## src/rtl/pipe_ctrl_unit.sv

```systemverilog
// pipe_ctrl_unit
// Pipeline control for the five-stage CPU. This block decodes the IF/ID
// instruction into a control word. It carries that word through the
// ID/EX, EX/MEM and MEM/WB control registers. From that state it drives
// the per-stage controls, the operand forwarding selects, the load-use
// stall and the branch flush. The stall, flush and forwarding outputs are
// combinational from the current register state, so they add no latency.
module pipe_ctrl_unit #(
    parameter int ALUOP_W        = 4,
    parameter int REG_AW         = 5,
    parameter int BRANCH_IN_MEM  = 1,
    parameter int LOAD_USE_STALL = 1
) (
    input  logic               clock,
    input  logic               reset,
    input  logic [31:0]        ifid_inst,
    input  logic               ext_stall,
    input  logic               branch_taken,
    output logic               pc_write,
    output logic               ifid_write,
    output logic               ifid_flush,
    output logic [ALUOP_W-1:0] ex_alu_op,
    output logic               ex_use_imm,
    output logic               ex_shift,
    output logic               ex_sign_ext,
    output logic [1:0]         fwd_a,
    output logic [1:0]         fwd_b,
    output logic               mem_write,
    output logic               mem_branch,
    output logic               wb_reg_write,
    output logic               wb_mem_to_reg,
    output logic [REG_AW-1:0]  wb_dest
);

    // ALU operation codes shared with the datapath ALU
    localparam logic [ALUOP_W-1:0] ALU_AND = ALUOP_W'(4'd0);
    localparam logic [ALUOP_W-1:0] ALU_OR  = ALUOP_W'(4'd1);
    localparam logic [ALUOP_W-1:0] ALU_ADD = ALUOP_W'(4'd2);
    localparam logic [ALUOP_W-1:0] ALU_SLL = ALUOP_W'(4'd3);
    localparam logic [ALUOP_W-1:0] ALU_SRL = ALUOP_W'(4'd4);
    localparam logic [ALUOP_W-1:0] ALU_SRA = ALUOP_W'(4'd5);
    localparam logic [ALUOP_W-1:0] ALU_SUB = ALUOP_W'(4'd6);
    localparam logic [ALUOP_W-1:0] ALU_SLT = ALUOP_W'(4'd7);
    localparam logic [ALUOP_W-1:0] ALU_NOR = ALUOP_W'(4'd12);

    // Primary opcodes
    localparam logic [5:0] OP_RTYPE = 6'h00;
    localparam logic [5:0] OP_BEQ   = 6'h04;
    localparam logic [5:0] OP_ADDI  = 6'h08;
    localparam logic [5:0] OP_ANDI  = 6'h0C;
    localparam logic [5:0] OP_ORI   = 6'h0D;
    localparam logic [5:0] OP_LW    = 6'h23;
    localparam logic [5:0] OP_SW    = 6'h2B;

    // R-type function codes
    localparam logic [5:0] FN_SLL = 6'h00;
    localparam logic [5:0] FN_SRL = 6'h02;
    localparam logic [5:0] FN_SRA = 6'h03;
    localparam logic [5:0] FN_ADD = 6'h20;
    localparam logic [5:0] FN_SUB = 6'h22;
    localparam logic [5:0] FN_AND = 6'h24;
    localparam logic [5:0] FN_OR  = 6'h25;
    localparam logic [5:0] FN_NOR = 6'h27;
    localparam logic [5:0] FN_SLT = 6'h2A;

    // Full control word held in ID/EX
    typedef struct packed {
        logic [ALUOP_W-1:0] alu_op;
        logic               use_imm;
        logic               shift;
        logic               sign_ext;
        logic               mem_write;
        logic               branch;
        logic               mem_read;
        logic               reg_write;
        logic               mem_to_reg;
        logic [REG_AW-1:0]  dest;
        logic [REG_AW-1:0]  rs;
        logic [REG_AW-1:0]  rt;
    } idex_t;

    // Subset still needed once the instruction leaves EX
    typedef struct packed {
        logic              mem_write;
        logic              branch;
        logic              reg_write;
        logic              mem_to_reg;
        logic [REG_AW-1:0] dest;
    } exmem_t;

    // Subset still needed in write-back
    typedef struct packed {
        logic              reg_write;
        logic              mem_to_reg;
        logic [REG_AW-1:0] dest;
    } memwb_t;

    // Forwarding source for one EX operand. A hit in EX/MEM is the younger
    // result, so it wins over a hit in MEM/WB. Register 0 is never forwarded.
    function automatic logic [1:0] fwd_select(
        input logic [REG_AW-1:0] src,
        input exmem_t            em,
        input memwb_t            mw
    );
        logic [1:0] sel;
        if (src == '0) begin
            sel = 2'b00;
        end else if (em.reg_write && (em.dest == src)) begin
            sel = 2'b10;
        end else if (mw.reg_write && (mw.dest == src)) begin
            sel = 2'b01;
        end else begin
            sel = 2'b00;
        end
        return sel;
    endfunction

    logic [5:0]        opcode_s;
    logic [5:0]        funct_s;
    logic [REG_AW-1:0] rs_s;
    logic [REG_AW-1:0] rt_s;
    logic [REG_AW-1:0] rd_s;
    logic              unused_s;

    idex_t             dec_s;
    idex_t             dec_word_s;
    logic              dec_ok_s;
    logic              dec_writes_s;
    logic              reads_rt_s;
    logic              load_use_s;
    logic              resolve_branch_s;
    logic              taken_s;
    logic              hold_s;
    logic              idex_bubble_s;
    logic              exmem_bubble_s;

    idex_t             idex_r;
    idex_t             idex_n_s;
    exmem_t            exmem_r;
    exmem_t            exmem_n_s;
    memwb_t            memwb_r;
    memwb_t            memwb_n_s;

    assign opcode_s = ifid_inst[31:26];
    assign funct_s  = ifid_inst[5:0];
    assign rs_s     = REG_AW'(ifid_inst[25:21]);
    assign rt_s     = REG_AW'(ifid_inst[20:16]);
    assign rd_s     = REG_AW'(ifid_inst[15:11]);
    // The shift amount and immediate go straight to the datapath
    assign unused_s = ^ifid_inst[10:6];

    // Decode the IF/ID instruction into a raw control word and a validity flag
    always_comb begin
        dec_s        = '0;
        dec_ok_s     = 1'b1;
        dec_writes_s = 1'b0;
        case (opcode_s)
            OP_RTYPE: begin
                dec_writes_s = 1'b1;
                dec_s.dest   = rd_s;
                case (funct_s)
                    FN_ADD:  dec_s.alu_op = ALU_ADD;
                    FN_SUB:  dec_s.alu_op = ALU_SUB;
                    FN_AND:  dec_s.alu_op = ALU_AND;
                    FN_OR:   dec_s.alu_op = ALU_OR;
                    FN_NOR:  dec_s.alu_op = ALU_NOR;
                    FN_SLT:  dec_s.alu_op = ALU_SLT;
                    FN_SLL: begin
                        dec_s.alu_op = ALU_SLL;
                        dec_s.shift  = 1'b1;
                    end
                    FN_SRL: begin
                        dec_s.alu_op = ALU_SRL;
                        dec_s.shift  = 1'b1;
                    end
                    FN_SRA: begin
                        dec_s.alu_op = ALU_SRA;
                        dec_s.shift  = 1'b1;
                    end
                    default: dec_ok_s = 1'b0;
                endcase
            end
            OP_ADDI: begin
                dec_s.alu_op   = ALU_ADD;
                dec_s.use_imm  = 1'b1;
                dec_s.sign_ext = 1'b1;
                dec_s.dest     = rt_s;
                dec_writes_s   = 1'b1;
            end
            OP_ANDI: begin
                dec_s.alu_op  = ALU_AND;
                dec_s.use_imm = 1'b1;
                dec_s.dest    = rt_s;
                dec_writes_s  = 1'b1;
            end
            OP_ORI: begin
                dec_s.alu_op  = ALU_OR;
                dec_s.use_imm = 1'b1;
                dec_s.dest    = rt_s;
                dec_writes_s  = 1'b1;
            end
            OP_LW: begin
                dec_s.alu_op     = ALU_ADD;
                dec_s.use_imm    = 1'b1;
                dec_s.sign_ext   = 1'b1;
                dec_s.mem_read   = 1'b1;
                dec_s.mem_to_reg = 1'b1;
                dec_s.dest       = rt_s;
                dec_writes_s     = 1'b1;
            end
            OP_SW: begin
                dec_s.alu_op    = ALU_ADD;
                dec_s.use_imm   = 1'b1;
                dec_s.sign_ext  = 1'b1;
                dec_s.mem_write = 1'b1;
            end
            OP_BEQ: begin
                dec_s.alu_op   = ALU_SUB;
                dec_s.sign_ext = 1'b1;
                dec_s.branch   = 1'b1;
            end
            default: dec_ok_s = 1'b0;
        endcase
        dec_s.rs        = rs_s;
        dec_s.rt        = rt_s;
        // Writes to $0 are discarded, so do not let them forward or hazard
        dec_s.reg_write = dec_writes_s && (dec_s.dest != '0);
    end

    // An unrecognised instruction becomes a bubble
    always_comb begin
        if (dec_ok_s) begin
            dec_word_s = dec_s;
        end else begin
            dec_word_s = '0;
        end
    end

    // Flag the instructions that read rt as a register source
    always_comb begin
        case (opcode_s)
            OP_RTYPE, OP_SW, OP_BEQ: reads_rt_s = 1'b1;
            default:                 reads_rt_s = 1'b0;
        endcase
    end

    // Detect a load in EX whose result the IF/ID instruction needs next cycle
    always_comb begin
        load_use_s = 1'b0;
        if ((LOAD_USE_STALL != 0) && idex_r.mem_read && (idex_r.dest != '0)) begin
            if (idex_r.dest == rs_s) begin
                load_use_s = 1'b1;
            end else if (reads_rt_s && (idex_r.dest == rt_s)) begin
                load_use_s = 1'b1;
            end else begin
                load_use_s = 1'b0;
            end
        end else begin
            load_use_s = 1'b0;
        end
    end

    // Select the branch bit of the stage that resolves the branch
    always_comb begin
        if (BRANCH_IN_MEM != 0) begin
            resolve_branch_s = exmem_r.branch;
        end else begin
            resolve_branch_s = idex_r.branch;
        end
    end

    // A memory wait masks the branch result for the whole cycle
    assign taken_s = branch_taken && resolve_branch_s && !ext_stall;

    // Pipeline steering: freeze, then flush, then load-use stall, then advance
    always_comb begin
        pc_write       = 1'b1;
        ifid_write     = 1'b1;
        ifid_flush     = 1'b0;
        hold_s         = 1'b0;
        idex_bubble_s  = 1'b0;
        exmem_bubble_s = 1'b0;
        if (ext_stall) begin
            pc_write   = 1'b0;
            ifid_write = 1'b0;
            hold_s     = 1'b1;
        end else if (taken_s) begin
            ifid_flush     = 1'b1;
            idex_bubble_s  = 1'b1;
            exmem_bubble_s = (BRANCH_IN_MEM != 0);
        end else if (load_use_s) begin
            pc_write      = 1'b0;
            ifid_write    = 1'b0;
            idex_bubble_s = 1'b1;
        end else begin
            hold_s = 1'b0;
        end
    end

    // Next contents of the three control registers
    always_comb begin
        idex_n_s  = idex_r;
        exmem_n_s = exmem_r;
        memwb_n_s = memwb_r;
        if (!hold_s) begin
            memwb_n_s.reg_write  = exmem_r.reg_write;
            memwb_n_s.mem_to_reg = exmem_r.mem_to_reg;
            memwb_n_s.dest       = exmem_r.dest;
            if (exmem_bubble_s) begin
                exmem_n_s = '0;
            end else begin
                exmem_n_s.mem_write  = idex_r.mem_write;
                exmem_n_s.branch     = idex_r.branch;
                exmem_n_s.reg_write  = idex_r.reg_write;
                exmem_n_s.mem_to_reg = idex_r.mem_to_reg;
                exmem_n_s.dest       = idex_r.dest;
            end
            if (idex_bubble_s) begin
                idex_n_s = '0;
            end else begin
                idex_n_s = dec_word_s;
            end
        end else begin
            memwb_n_s = memwb_r;
        end
    end

    // ID/EX control register
    always_ff @(posedge clock or negedge reset) begin
        if (!reset) begin
            idex_r <= '0;
        end else begin
            idex_r <= idex_n_s;
        end
    end

    // EX/MEM control register
    always_ff @(posedge clock or negedge reset) begin
        if (!reset) begin
            exmem_r <= '0;
        end else begin
            exmem_r <= exmem_n_s;
        end
    end

    // MEM/WB control register
    always_ff @(posedge clock or negedge reset) begin
        if (!reset) begin
            memwb_r <= '0;
        end else begin
            memwb_r <= memwb_n_s;
        end
    end

    // Operand forwarding selects for the instruction in EX
    always_comb begin
        fwd_a = fwd_select(idex_r.rs, exmem_r, memwb_r);
        fwd_b = fwd_select(idex_r.rt, exmem_r, memwb_r);
    end

    assign ex_alu_op     = idex_r.alu_op;
    assign ex_use_imm    = idex_r.use_imm;
    assign ex_shift      = idex_r.shift;
    assign ex_sign_ext   = idex_r.sign_ext;
    assign mem_write     = exmem_r.mem_write;
    assign mem_branch    = exmem_r.branch;
    assign wb_reg_write  = memwb_r.reg_write;
    assign wb_mem_to_reg = memwb_r.mem_to_reg;
    assign wb_dest       = memwb_r.dest;

endmodule

```

## config.mk

```make
export PLATFORM = sky130hd
export DESIGN_NAME = pipe_ctrl_unit
export DESIGN_NICKNAME = d
export VERILOG_FILES = /design/src/rtl/pipe_ctrl_unit.sv
export SDC_FILE = /design/constraint.sdc
export NUM_CORES = 1
export LEC_CHECK = 0
export ABC_CLOCK_PERIOD_IN_PS = 1800
export CORE_ASPECT_RATIO = 1.75
export CORE_MARGIN = 2
export CORE_UTILIZATION = 44
export CTS_CLUSTER_DIAMETER = 60
export DETAILED_ROUTE_END_ITERATION = 8
export PLACE_DENSITY_LB_ADDON = 0.12
export SETUP_SLACK_MARGIN = 0.15
export SLEW_MARGIN = 20
export SYNTH_ARGS = -nofsm -noshare
export SYNTH_HDL_FRONTEND = slang
export SYNTH_SLANG_ARGS = --single-unit
```

## constraint.sdc

```tcl
create_clock -name clock -period 1.8 [get_ports clock]
set_input_delay 0.36 -clock clock [delete_from_list [all_inputs] [get_ports clock]]
set_output_delay 0.36 -clock clock [all_outputs]
set_load 0.02 [all_outputs]
```

---- Word level (Yosys, flattened, before mapping) ----
Index checks and enable logic that the tools add are counted.
storage, ports and cells
  bits in registers ....................... 43
  bits in latches ......................... 0
  RAM bits ................................ 0
  memory bits (read-only) ................. 0
  bits of input ports ..................... 36
  output and inout port bits .............. 23
  word-level logic and storage cells ...... 100
  memories ................................ 0
cells by class
  add/subtract/negate cells ............... 0
  multiply operators ...................... 0
  divide/modulo/power cells ............... 0
  order comparisons ....................... 0
  equal/unequal tests ..................... 20
  shift-type cells ........................ 0
  muxes and demuxes ....................... 35
  bitwise logic cells ..................... 0
  reduce and logical (&&, ||, !) cells .... 25
operators by type and width
  kind                                                                   count
  27-bit 2-to-1 mux                                                      2
  6-bit equality test, second input constant                             8
  4-bit case mux with 8 select lines                                     1
  5-bit equality test                                                    6
  1-bit 2-to-1 mux                                                       24
  6-bit by 4-bit equality test with 1-bit output, second input constant  3
  4-bit case mux with 4 select lines                                     1
  6-bit by 2-bit equality test with 1-bit output, second input constant  2
  6-bit zero test                                                        2
  5-bit zero test                                                        2
  5-bit case mux with 2 select lines                                     1
  5-bit nonzero test                                                     2
  5-bit OR reduction                                                     2
  1-bit logical AND                                                      9
  9-bit 2-to-1 mux                                                       1
  3-bit OR reduction                                                     3
  9-bit OR reduction                                                     1
  2-bit 2-to-1 mux                                                       4
  4-bit OR reduction                                                     2
  6-bit by 3-bit equality test with 1-bit output, second input constant  1
  6-bit OR reduction                                                     1
  1-bit case mux with 2 select lines                                     1
  1-bit zero test                                                        1

---- Longest topological paths before layout ----
  depth in word-level cells ............... 11
  gate-level depth with buffers ........... 8
  gate-level depth less buffers ........... 6

---- Worst setup path after synthesis ----
No wires, ideal clock.
  path type ............................... register to output
  from .................................... register idex_r[14] in the netlist's numbering
  to ...................................... output pc_write
  data arrival time ....................... 1942 ps
  required time ........................... 1440 ps
  path slack .............................. -502 ps
  cell stages (with the launch flop) ...... 7
  buffers on the path ..................... 1
  path through ............................ dfrtp_1 or4_1 o21ai_1 nand4b_1 o21ai_0 a21oi_1 buf_4
on the way
  cells in the longest elaborated chain, start to end .. 8
  elaborated cells between the ends (all ways) .. 11
  those cells by class .................... eq/ne: 2; mux: 6; reduce/logical: 3
ends and longest elaborated chain
  element                             RTL line  RTL
  from (decl)                         137       idex_t idex_r;
  from (signal assigned)              333       idex_r <= idex_n_s;
  5-bit equality test                 253       end else if (reads_rt_s && (idex_r.dest == rt_s)) begin
  1-bit logical AND                   253
  1-bit 2-to-1 mux                    253
  1-bit 2-to-1 mux                    251       if (idex_r.dest == rs_s) begin
  1-bit 2-to-1 mux (*)                250       if ((LOAD_USE_STALL != 0) && idex_r.mem_read && (idex_r.dest != '0)) begin
  1-bit 2-to-1 mux (*) (3 in series)  --
  to (decl)                           19        output logic pc_write,
Mark *: on every way between the ends. The rest lies on a longest branch, timed or not.

---- Worst setup path in the final report ----
  from .................................... register idex_r[11] in the netlist's numbering
  to ...................................... output ifid_write
on the way
  cells in the longest elaborated chain, start to end .. 8
  elaborated cells between the ends (all ways) .. 11
  those cells by class .................... eq/ne: 2; mux: 6; reduce/logical: 3
ends and longest elaborated chain
  element               RTL line  RTL
  5-bit equality test   253
  1-bit logical AND     253
  1-bit 2-to-1 mux      253
  1-bit 2-to-1 mux      251
  1-bit 2-to-1 mux (*)  250
  1-bit 2-to-1 mux (*)  291       end else if (load_use_s) begin
  1-bit 2-to-1 mux (*)  287       end else if (taken_s) begin
  1-bit 2-to-1 mux (*)  283       if (ext_stall) begin
  to (decl)             20        output logic ifid_write,
Marks and branches as above.

==> metrics.txt <==
WL per Instance=17.5 um; GRT Total Usage=0.261; overall power=2010 uW; clock sinks=42; Syn Area/Cell=10.3 um2; io pins=59; Setup Skew=9.64 ps; CP Capture Type=primary output; max-cap violation count=0; hold buffer count at CTS=0; number of buffers on the longest clock path=2; IO Port Bufs=53; layout cells sized above 1=0.369; Routed WL=7220 um; Vias=between 2000 and 2500; Slew HR=0.634; full die area=6010 um2; Tmin final=2410 ps; CTS tree=yes; initial antenna violation count=0; Worst Hold Class=primary input to async pin; largest reg by FF count=idex_r; number of synthesized flops with an enable pin=0; Core Area=5210 um2; DRC=0; Startpoint Class=flop; DPL Wire Length=5270 um; Row Count=35; Reg clk slew, reported paths=80 ps; sequential fraction of the synthesis area=0.444; P&R area growth vs syn=57.2%; post-synthesis cell type count=43; post-route setup TNS=-15460 ps; global-route wire length before repair=11500 um; H-tree Lvls=2; synth cell count leaders=dfrtp_1 (42), nand2_1 (22), a22o_1 (20); n_diodes=0; critical path class=flop to primary output; Cell Chain, Critical Path=or4_4, o21ai_2, nand4b_1, o21ai_4, a21oi_2, buf_4; worst-path fanout max=4; largest net degree at the start of global routing=43; Final Hold Vio Count=0; status=finished, violations left; grt ovf=0; syn nets=267; Clk Latency, worst-skew pair=300 ps; Mapped Cells=231; Peak Freq=415 MHz; FFs w/ async S/R, synth=1.00; data arrival time of the critical path=between 2000 and 2500 ps; Worst Setup Slack, final=-612 ps; Vias/cell=5.77; CTS Buf Count=5; Slew @ Worst Pin=around 550 ps; Pwr per Cell Area=540 nW/um2; synth warn=0; violated checks=setup timing; Req. time, crit path=between 1000 and 1500 ps; static leakage=between 0.0015 and 0.002 uW; Synth top area share=0.444; Slew Viols, Final=0; final core occ=0.715; #FFs+latches synth=42; vias in the first global route=2450; final instance area=3730 um2; placed instance area=around 3400 um2; Die Y=approximately 100 um; drt pass-1 iters=4; largest cells by area after synthesis=dfrtp_1 (44%), a22o_1 (7.4%), xnor2_1 (7.0%); cell taking the most area after synthesis=dfrtp_1; RePlAce Congestion=0.854; peak supply drop=0.403 mV; max reg flops=19; most frequent cell after synthesis=dfrtp_1; Final Cycle Share=1.34; area of the mapped netlist=2370 um2; Top FF cell, synth=dfrtp_1; RSZ-0062 raised after global routing=true; Chip Width=59.5 um; # setup viols final=32; initial drt markers=a little over 80; nets=393; CP max stage delay=about 560 ps; Critical-path top delay cell=or4_4; Final ANT Viol Nets=0; CTS root buffer=clkbuf_8; Initial Util=0.455
## path summary, 6_finish.rpt
| kind | slack, ps | from | to | cells past startpoint |
|---|---|---|---|---|
| min reg2reg | 490 | ex_alu_op[0]$_DFFE_PN0N_ | ex_alu_op[0]$_DFFE_PN0N_ | 2 |
| min in group clock | 490 | ex_alu_op[0]$_DFFE_PN0N_ | ex_alu_op[0]$_DFFE_PN0N_ | 2 |
| max | -610 | idex_r[11]$_DFFE_PN0N_ | ifid_write | 6 |
| max reg2reg | -560 | idex_r[12]$_DFFE_PN0N_ | idex_r[18]$_DFFE_PN0N_ | 8 |
| max in group asynchronous | 1290 | reset | idex_r[10]$_DFFE_PN0N_ | 2 |
| min | 110 | reset | ex_alu_op[2]$_DFFE_PN0N_ | 2 |
## area by class of cell
type / instances / area [um2]
fillers: 413 / 1490
multi-input cells: 175 / 1380
repair buffers: 132 / 1120
flip-flops and latches: 42 / 1050
clock buffers: 6 / 82.6
well taps: 55 / 68.8
clock inverters: 2 / 12.5
inverters: 1 / 3.75
## critical path: cells and delay by family (launching register included)
family | cells | cell delay (ps)
AND/OR/NAND/NOR | 2 | 750
flip-flops | 1 | 440
AO/OA/AOI/OAI | 3 | 410
buffers and inverters | 1 | 160
## metrics by stage
| step | hold WS (ps) | worst slack (ps) | instances |
|---|---|---|---|
| 6_report | 112 | -612 | 413 |
| 5_1_grt | 154 | -706 | 413 |
| 4_1_cts | 135 | -641 | 409 |
| 3_5_place_dp | 457 | -1190 | 393 |
| 3_3_place_gp | 453 | -1180 | 393 |
| 2_1_floorplan | 64.4 | -344 | 231 |
## kinds of logic after synthesis
kind of cell,share of synthesized area
XOR/XNOR,0.115
flip-flops,0.444
AO/OA/AOI/OAI,0.211
multiplexers,0.0375
buffers and inverters,0.0385
AND/OR/NAND/NOR,0.155
## routing by layer
metal	GRT usage	up-vias	wire length [um]
li1	-	1115	-
met1	0.258	1164	2470
met2	0.503	84	4240
met3	0.0257	19	213
met4	0.135	0	289
met5	0	-	0
## repair_timing
item / in CTS / in global routing
cloned: 2 / 0
gates resized for setup: 66 / 15
endpoints found under the hold margin: 0 / 0
pin swaps: 16 / 17
buffers inserted: 6 / 4
endpoints found under the setup margin: 42 / 37
## placed cells by master, fill, tap and decap left out, types with 3 or more instances in the layout
cell / Yosys / final
a22o_1: 20 / 20
nand2_1: 22 / 22
o21ai_4: 0 / 3
o21ai_0: 19 / 8
o21ai_1: 1 / 5
clkbuf_8: 0 / 6
a22oi_1: 6 / 6
o21ai_2: 1 / 6
or4_1: 7 / 5
mux2_2: 7 / 7
dlygate4sd2_1: 0 / 13
nor4_1: 6 / 3
clkdlybuf4s50_1: 0 / 27
xor2_1: 12 / 11
buf_6: 1 / 6
dlymetal6s2s_1: 0 / 5
or4_4: 1 / 3
buf_4: 5 / 78
a21oi_1: 8 / 7
xnor2_1: 19 / 18
a32o_1: 3 / 3
nand4_1: 3 / 3
dfrtp_1: 42 / 42
nor2_1: 10 / 8
## power breakdown
group,switching [uW],leakage (uW),internal (uW)
Sequential,12.3,0.000584,956
Combinational,192,0.00121,202
Clock,342,0.0000472,309
Total,546,0.00184,1470
No activity file was read; power rests on OpenSTA's default activity.
